<file path="config.mk">
export PLATFORM = sky130hd
export DESIGN_NAME = imm_ext_stage_flat
export DESIGN_NICKNAME = d
export VERILOG_FILES = /design/src/rtl/imm_ext_stage_if.sv /design/src/rtl/imm_ext_stage.sv /design/src/flat_wrapper.sv
export SDC_FILE = /design/constraint.sdc
export NUM_CORES = 1
export LEC_CHECK = 0
export CAP_MARGIN = 20
export CORE_MARGIN = 2
export CORE_UTILIZATION = 50
export CTS_BUF_LIST = sky130_fd_sc_hd__clkbuf_4 sky130_fd_sc_hd__clkbuf_8
export CTS_CLUSTER_DIAMETER = 80
export DETAILED_ROUTE_END_ITERATION = 10
export PLACE_DENSITY = 0.82
export REMOVE_ABC_BUFFERS = 1
export SYNTH_ARGS = -nofsm -noshare
export SYNTH_HDL_FRONTEND = slang
export SYNTH_SLANG_ARGS = --single-unit
export TNS_END_PERCENT = 30
</file>
<file path="constraint.sdc">
create_clock -name clk -period 1.7 [get_ports clk]
set_input_delay 0.34 -clock clk [delete_from_list [all_inputs] [get_ports clk]]
set_output_delay 0.34 -clock clk [all_outputs]
set_load 0.1 [all_outputs]
</file>
<file path="src/rtl/imm_ext_stage_if.sv">
// Handshake bundle for imm_ext_stage: producer-side immediate stream in, extended stream out.
// The stage connects through the slave modport; the driving environment uses master.
interface imm_ext_stage_if #(
  parameter int IN_W  = 4,
  parameter int OUT_W = 16,
  parameter int TAG_W = 4
);
  logic              in_valid;
  logic              in_ready;
  logic [IN_W-1:0]   in_imm;
  logic [1:0]        in_mode;
  logic [TAG_W-1:0]  in_tag;
  logic              out_valid;
  logic              out_ready;
  logic [OUT_W-1:0]  out_imm;
  logic [TAG_W-1:0]  out_tag;
  logic              out_ovf;
  logic [1:0]        occupancy;

  modport master (
    output in_valid, in_imm, in_mode, in_tag, out_ready,
    input  in_ready, out_valid, out_imm, out_tag, out_ovf, occupancy
  );

  modport slave (
    input  in_valid, in_imm, in_mode, in_tag, out_ready,
    output in_ready, out_valid, out_imm, out_tag, out_ovf, occupancy
  );
endinterface

</file>
<file path="src/rtl/imm_ext_stage.sv">
// Registered immediate-extension stage (sign / zero / sign+shift / upper) with a 2-entry skid buffer.
// Define IMM_EXT_OVF_EN to store and report the mode-2 shift-overflow flag per entry.
module imm_ext_stage #(
  parameter int IN_W  = 4,
  parameter int OUT_W = 16,
  parameter int SHIFT = 1,
  parameter int TAG_W = 4
) (
  input logic          clk,
  input logic          rst,
  imm_ext_stage_if.slave bus
);

  typedef struct packed {
    logic [OUT_W-1:0] imm;
    logic [TAG_W-1:0] tag;
`ifdef IMM_EXT_OVF_EN
    logic             ovf;
`endif
  } entry_t;

  entry_t           new_e;
  entry_t           head_q, head_d, skid_q, skid_d;
  logic             head_v_q, head_v_d, skid_v_q, skid_v_d;
  logic             in_ready_q, in_ready_d;
  logic             accept, drain;
  logic [OUT_W-1:0] sext;

`ifdef IMM_EXT_OVF_EN
  localparam int WIDE = OUT_W + SHIFT;
  logic [WIDE-1:0]  wide;
  logic [SHIFT:0]   wide_top;
`endif

  // Extension happens on the input side so the registered head is ready the cycle after accept.
  always_comb begin
    new_e     = '0;
    sext      = OUT_W'($signed(bus.in_imm));
`ifdef IMM_EXT_OVF_EN
    wide      = WIDE'($signed(bus.in_imm)) << SHIFT;
    wide_top  = wide[WIDE-1:OUT_W-1];
`endif
    unique case (bus.in_mode)
      2'd0: new_e.imm = sext;
      2'd1: new_e.imm = OUT_W'(bus.in_imm);
      2'd2: begin
`ifdef IMM_EXT_OVF_EN
        new_e.imm = wide[OUT_W-1:0];
        // The truncation is lossless only if every dropped bit matches the new sign bit.
        new_e.ovf = !((&wide_top) || !(|wide_top));
`else
        new_e.imm = sext << SHIFT;
`endif
      end
      default: new_e.imm = OUT_W'(bus.in_imm) << (OUT_W - IN_W);
    endcase
    new_e.tag = bus.in_tag;
  end

  assign accept = bus.in_valid && in_ready_q;
  assign drain  = head_v_q && bus.out_ready;

  // NOTE: every always_comb output gets its hold value first, so no path can infer a latch.
  always_comb begin
    head_d   = head_q;
    skid_d   = skid_q;
    head_v_d = head_v_q;
    skid_v_d = skid_v_q;
    if (drain) begin
      if (skid_v_q) begin
        head_d   = skid_q;
        skid_v_d = 1'b0;
      end else if (accept) begin
        head_d   = new_e;
      end else begin
        head_v_d = 1'b0;
      end
    end else if (accept) begin
      if (head_v_q) begin
        skid_d   = new_e;
        skid_v_d = 1'b1;
      end else begin
        head_d   = new_e;
        head_v_d = 1'b1;
      end
    end
    // Registered ready: a full skid is the only state that refuses new work.
    in_ready_d = !skid_v_d;
  end

  // NOTE: state updates use non-blocking assignments so every flop samples pre-edge values.
  // Data registers are reset too, so out_imm/out_tag read zero straight out of reset.
  always_ff @(posedge clk or posedge rst) begin
    if (rst) begin
      head_q     <= '0;
      skid_q     <= '0;
      head_v_q   <= 1'b0;
      skid_v_q   <= 1'b0;
      in_ready_q <= 1'b1;
    end else begin
      head_q     <= head_d;
      skid_q     <= skid_d;
      head_v_q   <= head_v_d;
      skid_v_q   <= skid_v_d;
      in_ready_q <= in_ready_d;
    end
  end

  assign bus.in_ready  = in_ready_q;
  assign bus.out_valid = head_v_q;
  assign bus.out_imm   = head_q.imm;
  assign bus.out_tag   = head_q.tag;
  assign bus.occupancy = {1'b0, head_v_q} + {1'b0, skid_v_q};
`ifdef IMM_EXT_OVF_EN
  assign bus.out_ovf   = head_q.ovf;
`else
  assign bus.out_ovf   = 1'b0;
`endif

endmodule

</file>
<file path="src/flat_wrapper.sv">
// flat-port wrapper written by rule: the top's interface ports become plain ports
module imm_ext_stage_flat 
#(
  parameter int IN_W  = 4,
  parameter int OUT_W = 16,
  parameter int SHIFT = 1,
  parameter int TAG_W = 4
)
  (clk, rst, bus_in_valid, bus_in_imm, bus_in_mode, bus_in_tag, bus_out_ready, bus_in_ready, bus_out_valid, bus_out_imm, bus_out_tag, bus_out_ovf, bus_occupancy);
  imm_ext_stage_if #(.IN_W(IN_W), .OUT_W(OUT_W), .TAG_W(TAG_W)) bus_i ();
  input logic clk;
  input logic rst;
  input wire logic [$bits(bus_i.in_valid)-1:0] bus_in_valid;
  input wire logic [$bits(bus_i.in_imm)-1:0] bus_in_imm;
  input wire logic [$bits(bus_i.in_mode)-1:0] bus_in_mode;
  input wire logic [$bits(bus_i.in_tag)-1:0] bus_in_tag;
  input wire logic [$bits(bus_i.out_ready)-1:0] bus_out_ready;
  output wire logic [$bits(bus_i.in_ready)-1:0] bus_in_ready;
  output wire logic [$bits(bus_i.out_valid)-1:0] bus_out_valid;
  output wire logic [$bits(bus_i.out_imm)-1:0] bus_out_imm;
  output wire logic [$bits(bus_i.out_tag)-1:0] bus_out_tag;
  output wire logic [$bits(bus_i.out_ovf)-1:0] bus_out_ovf;
  output wire logic [$bits(bus_i.occupancy)-1:0] bus_occupancy;
  assign bus_i.in_valid = bus_in_valid;
  assign bus_i.in_imm = bus_in_imm;
  assign bus_i.in_mode = bus_in_mode;
  assign bus_i.in_tag = bus_in_tag;
  assign bus_i.out_ready = bus_out_ready;
  assign bus_in_ready = bus_i.in_ready;
  assign bus_out_valid = bus_i.out_valid;
  assign bus_out_imm = bus_i.out_imm;
  assign bus_out_tag = bus_i.out_tag;
  assign bus_out_ovf = bus_i.out_ovf;
  assign bus_occupancy = bus_i.occupancy;
  imm_ext_stage #(.IN_W(IN_W), .OUT_W(OUT_W), .SHIFT(SHIFT), .TAG_W(TAG_W)) u_core (.clk(clk), .rst(rst), .bus(bus_i));
endmodule
</file>
=== Word-level counts from Yosys, hierarchy flattened ===
Index checks and enable logic that the tools add are counted.

* Input bits: 14
* Bits in registers: 43
* Word-level logic and storage cells: 36
* Output and inout port bits: 25

* Equal/unequal tests: 5
* $add $sub $neg: 1
* Bitwise gates (word level): 1
* Reduce and logical (&&, ||, !) cells: 9
* Multiplexer cells: 13

{| class="wikitable"
|+ Operators with widths
! kind !! number
|-
| $mux 20 || 5
|-
| $pmux 16 s3 || 1
|-
| $reduce_and 3->1 || 3
|-
| $mux 1 || 7
|-
| $ne 2x2->1 const B || 3
|-
| $reduce_bool 2->1 || 2
|-
| $add 1x1->2 || 1
|-
| $eq 2x1->1 const B || 1
|-
| $eq 2x2->1 const B || 1
|-
| $logic_and 1x1->1 || 2
|-
| $logic_not 2->1 || 1
|-
| $logic_not 1->1 || 1
|-
| $not 1->1 || 1
|}

=== Depth between registers and ports, before layout ===
Gate-level depths: netlist of the first run.

* Word-level depth: 5
* Depth in mapped cells: 5
* Gate-level depth less buffers: 3

=== Worst setup path before layout of the first run ===
No wires, ideal clock.

* Path kind: register -> output
* Start: reg u_core.head_v_q, in the netlist u_core.bus.out_valid
* End: out bus_occupancy[0]
* Buffers on the path: 1
* Arrival: 2.193 ns
* Data required time: 1.360 ns
* Cell stages (with the launch flop): 4
* Path slack: -0.833 ns
* Cell sequence: dfrtp_1 -> clkbuf_1 -> inv_1 -> ha_1

* Word-level cells in the longest chain between the ends: 1

{| class="wikitable"
|+ Ends and longest elaborated chain
! item !! line !! text
|-
| from (decl) || imm_ext_stage.sv:24 || <nowiki>logic head_v_q, head_v_d, skid_v_q, skid_v_d;</nowiki>
|-
| from (signal assigned) || imm_ext_stage.sv:103 || <nowiki>head_v_q <= head_v_d;</nowiki>
|-
| $add 1x1->2 || imm_ext_stage.sv:113 || <nowiki>assign bus.occupancy = {1'b0, head_v_q} + {1'b0, skid_v_q};</nowiki>
|-
| to (decl) || flat_wrapper.sv:23 || <nowiki>output wire logic [$bits(bus_i.occupancy)-1:0] bus_occupancy;</nowiki>
|}

Every way passes these cells.

=== Worst setup path in the final report of the first run ===
* Start: reg u_core.skid_v_q
* End: out bus_occupancy[1]

* Word-level cells in the longest chain between the ends: 1

{| class="wikitable"
|+ Ends and longest elaborated chain
! item !! line !! text
|-
| from (decl) || imm_ext_stage.sv:24 ||
|-
| from (signal assigned) || imm_ext_stage.sv:104 || <nowiki>skid_v_q <= skid_v_d;</nowiki>
|-
| $add 1x1->2 || imm_ext_stage.sv:113 ||
|}

Every way passes these cells.

==> results of run 1 <==
## logic make-up after synthesis
kind of cell | share of synthesized area (%)
flip-flops | 48.3
buffers and inverters | 8.65
AO/OA/AOI/OAI | 11.3
other | 0.249
adder cells (fa/ha/maj) | 1.66
multiplexers | 17.0
AND/OR/NAND/NOR | 12.9
## routing by layer
| metal | part of all wire, % | global-route usage (%) |
|---|---|---|
| met1 | 39 | 27.0 |
| met5 | 0 | 0 |
| met3 | 6.7 | 8.57 |
| met4 | 2.9 | 11.7 |
| met2 | 51 | 41.6 |
## worst min-delay path, cell delays in order
cell             delay, ns
clkdlybuf4s50_1       0.39
inv_1                 0.05
buf_4                 0.33
## synth_stat cells
master    instances
and2_1            1
clkbuf_1          5
buf_4            10
and4b_1           6
nand3_2           1
a21oi_1           7
nand4b_1          1
conb_1            1
mux2_2           20
a221o_1           1
nor2_1            1
nand3b_1          3
a31oi_1           7
inv_1             7
and4_1            1
a22oi_1           1
dfstp_2           1
a21o_1            6
nand2_1           4
nand2b_1          7
ha_1              2
nand3_1           3
a221oi_1          1
o21ai_0           4
buf_2             2
mux2i_1           3
dfrtp_1          28
## timing repair
item | CTS | global route
resized for setup | 1 | 1
endpoints found under the setup margin | 2 | 2
endpoints found under the hold margin | 0 | 0
setup buffers | 2 | 1
## cell usage in the layout, fill, tap and decap left out
| cell type | count |
|---|---|
| dfrtp_2 | 1 |
| a22oi_1 | 1 |
| clkbuf_4 | 5 |
| clkinv_2 | 1 |
| mux2_2 | 20 |
| a221o_1 | 1 |
| a221oi_1 | 1 |
| nand3_2 | 1 |
| a21o_1 | 6 |
| mux2i_1 | 3 |
| and4b_1 | 6 |
| nand2b_1 | 7 |
| nor2_1 | 1 |
| nand4b_1 | 1 |
| nand2_1 | 4 |
| ha_1 | 1 |
| a21oi_1 | 7 |
| buf_12 | 25 |
| and2_1 | 1 |
| o21ai_0 | 4 |
| a31oi_1 | 7 |
| ha_2 | 1 |
| dfstp_2 | 1 |
| nand3b_1 | 3 |
| and4_1 | 1 |
| inv_1 | 7 |
| dfrtp_1 | 27 |
| nand3_1 | 3 |
| clkdlybuf4s50_1 | 13 |
| conb_1 | 1 |
| buf_4 | 18 |
| clkbuf_8 | 2 |
## sequential cells by signal, indices dropped and copies added, names as in the netlist
register	count
u_core.bus.out_valid	1
u_core.bus.out_imm	9
u_core.skid_v_q	1
u_core.bus.in_ready	1
u_core.skid_q	13
u_core.bus.out_tag	4
## worst paths after layout
kind | startpoint | to | slack (ns) | cells after the start
min | rst | u_core.bus.out_tag[3] | 0.35 | 3
max reg2reg | u_core.bus.in_ready | u_core.bus.out_imm[13] | 0.16 | 4
max in group asynchronous | rst | u_core.bus.in_ready | 1.03 | 3
min reg2reg | u_core.skid_q[7] | u_core.skid_q[7] | 0.49 | 1
max | u_core.skid_v_q | bus_occupancy[1] | 0.05 | 3
min in group clk | u_core.skid_q[7] | u_core.skid_q[7] | 0.49 | 1
## area by class of cell
class                   instances  area (um^2)  share of cell area [%]
repair buffers                 56          766                    33.6
multi-input cells              81          651                    28.5
flip-flops and latches         29          728                    31.9
clock inverters                 1         5.00                   0.220
clock buffers                   7         65.1                    2.85
inverters                       7         26.3                    1.15
well taps                      31         38.8                    1.70
## metrics by stage
stage	utilization (%)	cells	hold slack (ns)
after detailed placement	77.8	201	0.459
after global placement	77.8	201	0.453
final	81.3	212	0.354
after CTS	80.9	211	0.360
after floorplan	-	117	0.417
after global routing	81.3	212	0.401
==> metrics.md, run 1 <==
| Metric | Value |
|---|---|
| TritonRoute pass-1 iters | 7 |
| Antenna-violating nets left | 0 |
| Ant diodes | 0 |
| Ys Warns | 0 |
| Period utilisation layout | 97.1% |
| Area of the core | roughly 2800 um^2 |
| Fmax | 0.606 GHz |
| DIE AREA | 3470 um^2 |
| Grt total ovfl | 0 |
| Max_cap viols | 0 |
| NumNets Final | between 150 and 200 |
| Initial antenna violation count | 0 |
| Initial DRC count | 43 |
| Max clock buf depth | 2 |
| Unrepaired setup endpoints after global routing | false |
| CP bufs+invs | 2 |
| Max incr delay on CP | 0.41 ns |
| GRT Total Usage | about 24% |
| I/O pin count | 39 |
| Post-route minimum period | 1.65 ns |
| Final Cell Area | roughly 2300 um^2 |
| Vias in the first global route | 1302 |
| CTS hold repair buffers | 0 |
| Area grow syn2layout | 51.5% |
| Arrival time worst endpoint | around 1.3 ns |
| CTS buffer count | 5 |
| Routed via count | around 1200 |
| Area post-placement | 2180 um^2 |
| Status | complete, but fails checks |
| WL per Instance | about 18 um |
| IO Port Bufs | 37 |
| Final setup TNS | 0 ns |
| Remaining DRCs | 2 |
| CP Capture Type | output pin |
| Avg Vias per Cell | ~5.9 |
| Clock skew | approximately 0.0090 ns |
| Worst Setup Start Kind | flop |
| CTS tree | built |
| CP Data Required Time | between 1 and 1.5 ns |
| # H-tree levels | 2 |
| Worst Path Max Fanout | 10 |
| Fin. Hold Viols | 0 |
| Yosys top cell by area | dfrtp_1 |
| First-pass GRT wire length | between 6 and 7 mm |
| Row count | 19 |
| Root Driver | clkbuf_4 |
| Synth top area cells | dfrtp_1, mux2_2, buf_4 |
| Yosys top cell area share | a little under half |
| Dpl ws | -0.199 ns |
| Clock-pin slew on the worst setup and hold paths | around 0.10 ns |
| Mapped Avg Cell Area | approximately 11 um^2 |
| Final max-slew violation count | 0 |
| Clock Sinks | 29 |
| Die height | roughly 59 um |
| Later-pin clock latency in the skew report | 0.34 ns |
| Flops & latches, synth | 29 |
| Initial Util | 53.7% |
| Cell Chain, Critical Path | buf_4, ha_2, buf_12 |
| Worst hold path class | input pin to asynchronous set/reset pin |
| Slowest cell on the critical path | dfrtp_1 |
| Layout cells sized above 1 | around 41% |
| Final WL | about 3.8 mm |
| Family with the most delay on the worst path | flip-flops |
| Proportion of synthesized chip area in sequential cells | between 40 and 50% |
| Final HPWL DP | approximately 2.7 mm |
| Final WS setup | between 0.04 and 0.05 ns |
| Failing checks | DRC |
| Synth unique cells | 27 |
| Pin count of the biggest net entering global routing | 30 |
| Netlist Area Pre-Place | 1510 um^2 |
| Die X | approximately 59 um |
| Final Wtd Congestion | 0.825 |
| Fillers | ~170 |
| Syn Inst Count | roughly 130 |
| Setup CP Type | flop to output pin |
| Final setup vio count | 0 |
Power of run 1 is left out: the tool's default activity adds up to more than one toggle a clock period on the data nets, which glitch-free logic cannot reach.
==> run 2, diff against run 1 <==
ABC_CLOCK_PERIOD_IN_PS = 1700   (was default)
==> results of run 2 <==
Final layout, timing and power as in run 1 (identical DEF).
Power of run 2 is left out for the same reason.
==> run 3, diff against run 2 <==
ABC_CLOCK_PERIOD_IN_PS = 1950   (was 1700)
CAP_MARGIN = default   (was 20)
CORE_UTILIZATION = 54   (was 50)
PLACE_DENSITY = 0.87   (was 0.82)
clock period = 1.95 ns   (was 1.7 ns; I/O delays follow)
==> metrics.md, run 3 (synthesis gave the netlist of run 1 again) <==
| Metric | Value |
|---|---|
| CP Capture Type | output pin (unchanged) |
| DIE AREA | 3230 um^2 (was 3470 um^2) |
| Later-pin clock latency in the skew report | 0.33 ns (was 0.34 ns) |
| NumNets Final | 186 (was 196) |
| Routed via count | 1146 (was 1243) |
| Arrival time worst endpoint | 1.42 ns (was 1.31 ns) |
| Layout cells sized above 1 | 38.0% (was 41.4%) |
| Fmax | approximately 0.55 GHz |
| Worst Setup Start Kind | flop (unchanged) |
| Final WL | 3.27 mm (was 3.76 mm) |
| Commonest non-fill, non-tap cells in the layout | dfrtp_1, mux2_2, buf_4 (was dfrtp_1, buf_12, mux2_2) |
| Grt total ovfl | 0 (unchanged) |
| Post_cts resized | 0 (was 1) |
| Post-route minimum period | 1.81 ns |
| CTS hold repair buffers | 0 (unchanged) |
| Vias in the first global route | 1155 (was 1302) |
| Most common cell after layout, fill and taps aside | dfrtp_1 (unchanged) |
| Period utilisation layout | between 90 and 100% |
| Max reg flops | 13 (unchanged) |
| Ant diodes | 0 (unchanged) |
| Final HPWL DP | 2.40 mm (was 2.70 mm) |
| Setup repair bufs after CTS | 0 (was 2) |
| Row count | 19 (unchanged) |
| Final Wtd Congestion | 0.810 (was 0.825) |
| Area grow syn2layout | 35.4% (was 51.5%) |
| Fin. Hold Viols | 0 (unchanged) |
| CTS buffer count | 5 (unchanged) |
| Clock skew | 0.00925 ns (was 0.00903 ns) |
| First-pass GRT wire length | 5.54 mm (was 6.07 mm) |
| Initial Util | 55.5% (was 53.7%) |
| Met2 usage | 38.4% (was 41.6%) |
| Met1 Use GR | 28.3% (was 27.0%) |
| GRT Total Usage | 23.0% (was 24.4%) |
| Clock Sinks | 29 (unchanged) |
| Dpl ws | -0.00451 ns (was -0.199 ns) |
| I/O pin count | 39 (unchanged) |
| Unrepaired setup endpoints after global routing | false (unchanged) |
| Area of the core | 2710 um^2 (was 2810 um^2) |
| Met3 GRT Util | 7.83% (was 8.57%) |
| Max clock buf depth | 2 (unchanged) |
| Remaining DRCs | 0 (was 2) |
| CP Data Required Time | 1.56 ns (was 1.36 ns) |
| Clock-pin slew on the worst setup and hold paths | 0.10 ns (about the same) |
| TritonRoute pass-1 iters | 4 (was 7) |
| Max_cap viols | 0 (unchanged) |
| Die X | 56.8 um (was 58.9 um) |
| WL per Instance | 16.2 um (was 17.7 um) |
| Root Driver | clkbuf_4 (unchanged) |
| # H-tree levels | 2 (unchanged) |
| Final WS setup | 0.135 ns (was 0.0496 ns) |
| Biggest register | u_core.skid_q (unchanged) |
| Setup CP Type | flop to output pin (unchanged) |
| Status | complete, no violations (was complete, but fails checks) |
| Final max-slew violation count | 0 (unchanged) |
| Final setup vio count | 0 (unchanged) |
| Final Cell Area | 2040 um^2 (was 2280 um^2) |
| Initial DRC count | 24 (was 43) |
| Antenna-violating nets left | 0 (unchanged) |
| CTS tree | built (unchanged) |
| Worst Path Max Fanout | 11 (was 10) |
| Worst hold path class | input pin to asynchronous set/reset pin (unchanged) |
| Die height | 56.8 um (was 58.9 um) |
| Gr busiest metal | met2 (unchanged) |
| Final non-filler cell total | 202 (was 212) |
| Pin count of the biggest net entering global routing | 30 (unchanged) |
| Area post-placement | 1980 um^2 (was 2180 um^2) |
| IO Port Bufs | 37 (unchanged) |
| Placed cells | 194 (was 201) |
| Initial antenna violation count | 0 (unchanged) |
| Avg Vias per Cell | 5.67 (was 5.86) |
==> run 3: cell types whose count changed in the layout (fill, tap and decap cells not counted) <==
cell / change
buf_4: +2
dfrtp_2: +1
clkbuf_8: -2
clkinv_2: +1
dfrtp_1: -1
buf_12: -12
clkbuf_4: +1
ha_2: -1
ha_1: +1
==> run 3: worst max-delay path, stage by stage (launching register included) <==
cell     delay (ns)
dfrtp_2        0.49
buf_4          0.19
ha_1           0.23
buf_12         0.17
==> run 3: layer usage <==
metal / share of wire (%) / up-vias
li1: - / 541
met1: 41 / 558
met2: 51 / 44
met3: 7.6 / 3
met4: 0.89 / 0
met5: 0 / -
==> run 3: cell type report <==
| class | count | area [um^2] |
|---|---|---|
| Clock buffer | 6 | 45.0 |
| Timing Repair Buffer | 46 | 541 |
| Multi-Input combinational cell | 81 | 648 |
| Inverter | 7 | 26.3 |
| Fill cell | 198 | 672 |
| Tap cell | 31 | 38.8 |
| Clock inverter | 2 | 10.0 |
| Sequential cell | 29 | 729 |
==> run 3: worst paths after layout <==
path,start,cells after the start,endpoint,slack (ns)
min in group clk,u_core.skid_q[17],1,u_core.skid_q[17],0.48
max in group asynchronous,rst,3,u_core.bus.in_ready,1.22
setup reg to reg,u_core.bus.in_ready,4,u_core.bus.out_imm[12],0.43
setup / recovery,u_core.bus.out_valid,3,bus_occupancy[1],0.14
hold reg to reg,u_core.skid_q[17],1,u_core.skid_q[17],0.48
hold / removal,rst,3,u_core.bus.out_imm[12],0.42
==> run 3: stage by stage <==
| step | hold WS, ns | TNS (ns) | util, % |
|---|---|---|---|
| after floorplan | 0.442 | -46.25 | - |
| after global placement | 0.453 | 0 | 73.1 |
| after detailed placement | 0.459 | -0.00451 | 73.1 |
| after CTS | 0.408 | 0 | 75.1 |
| after global routing | 0.460 | 0 | 75.2 |
| final | 0.418 | 0 | 75.2 |
Power of run 3 is left out for the same reason.
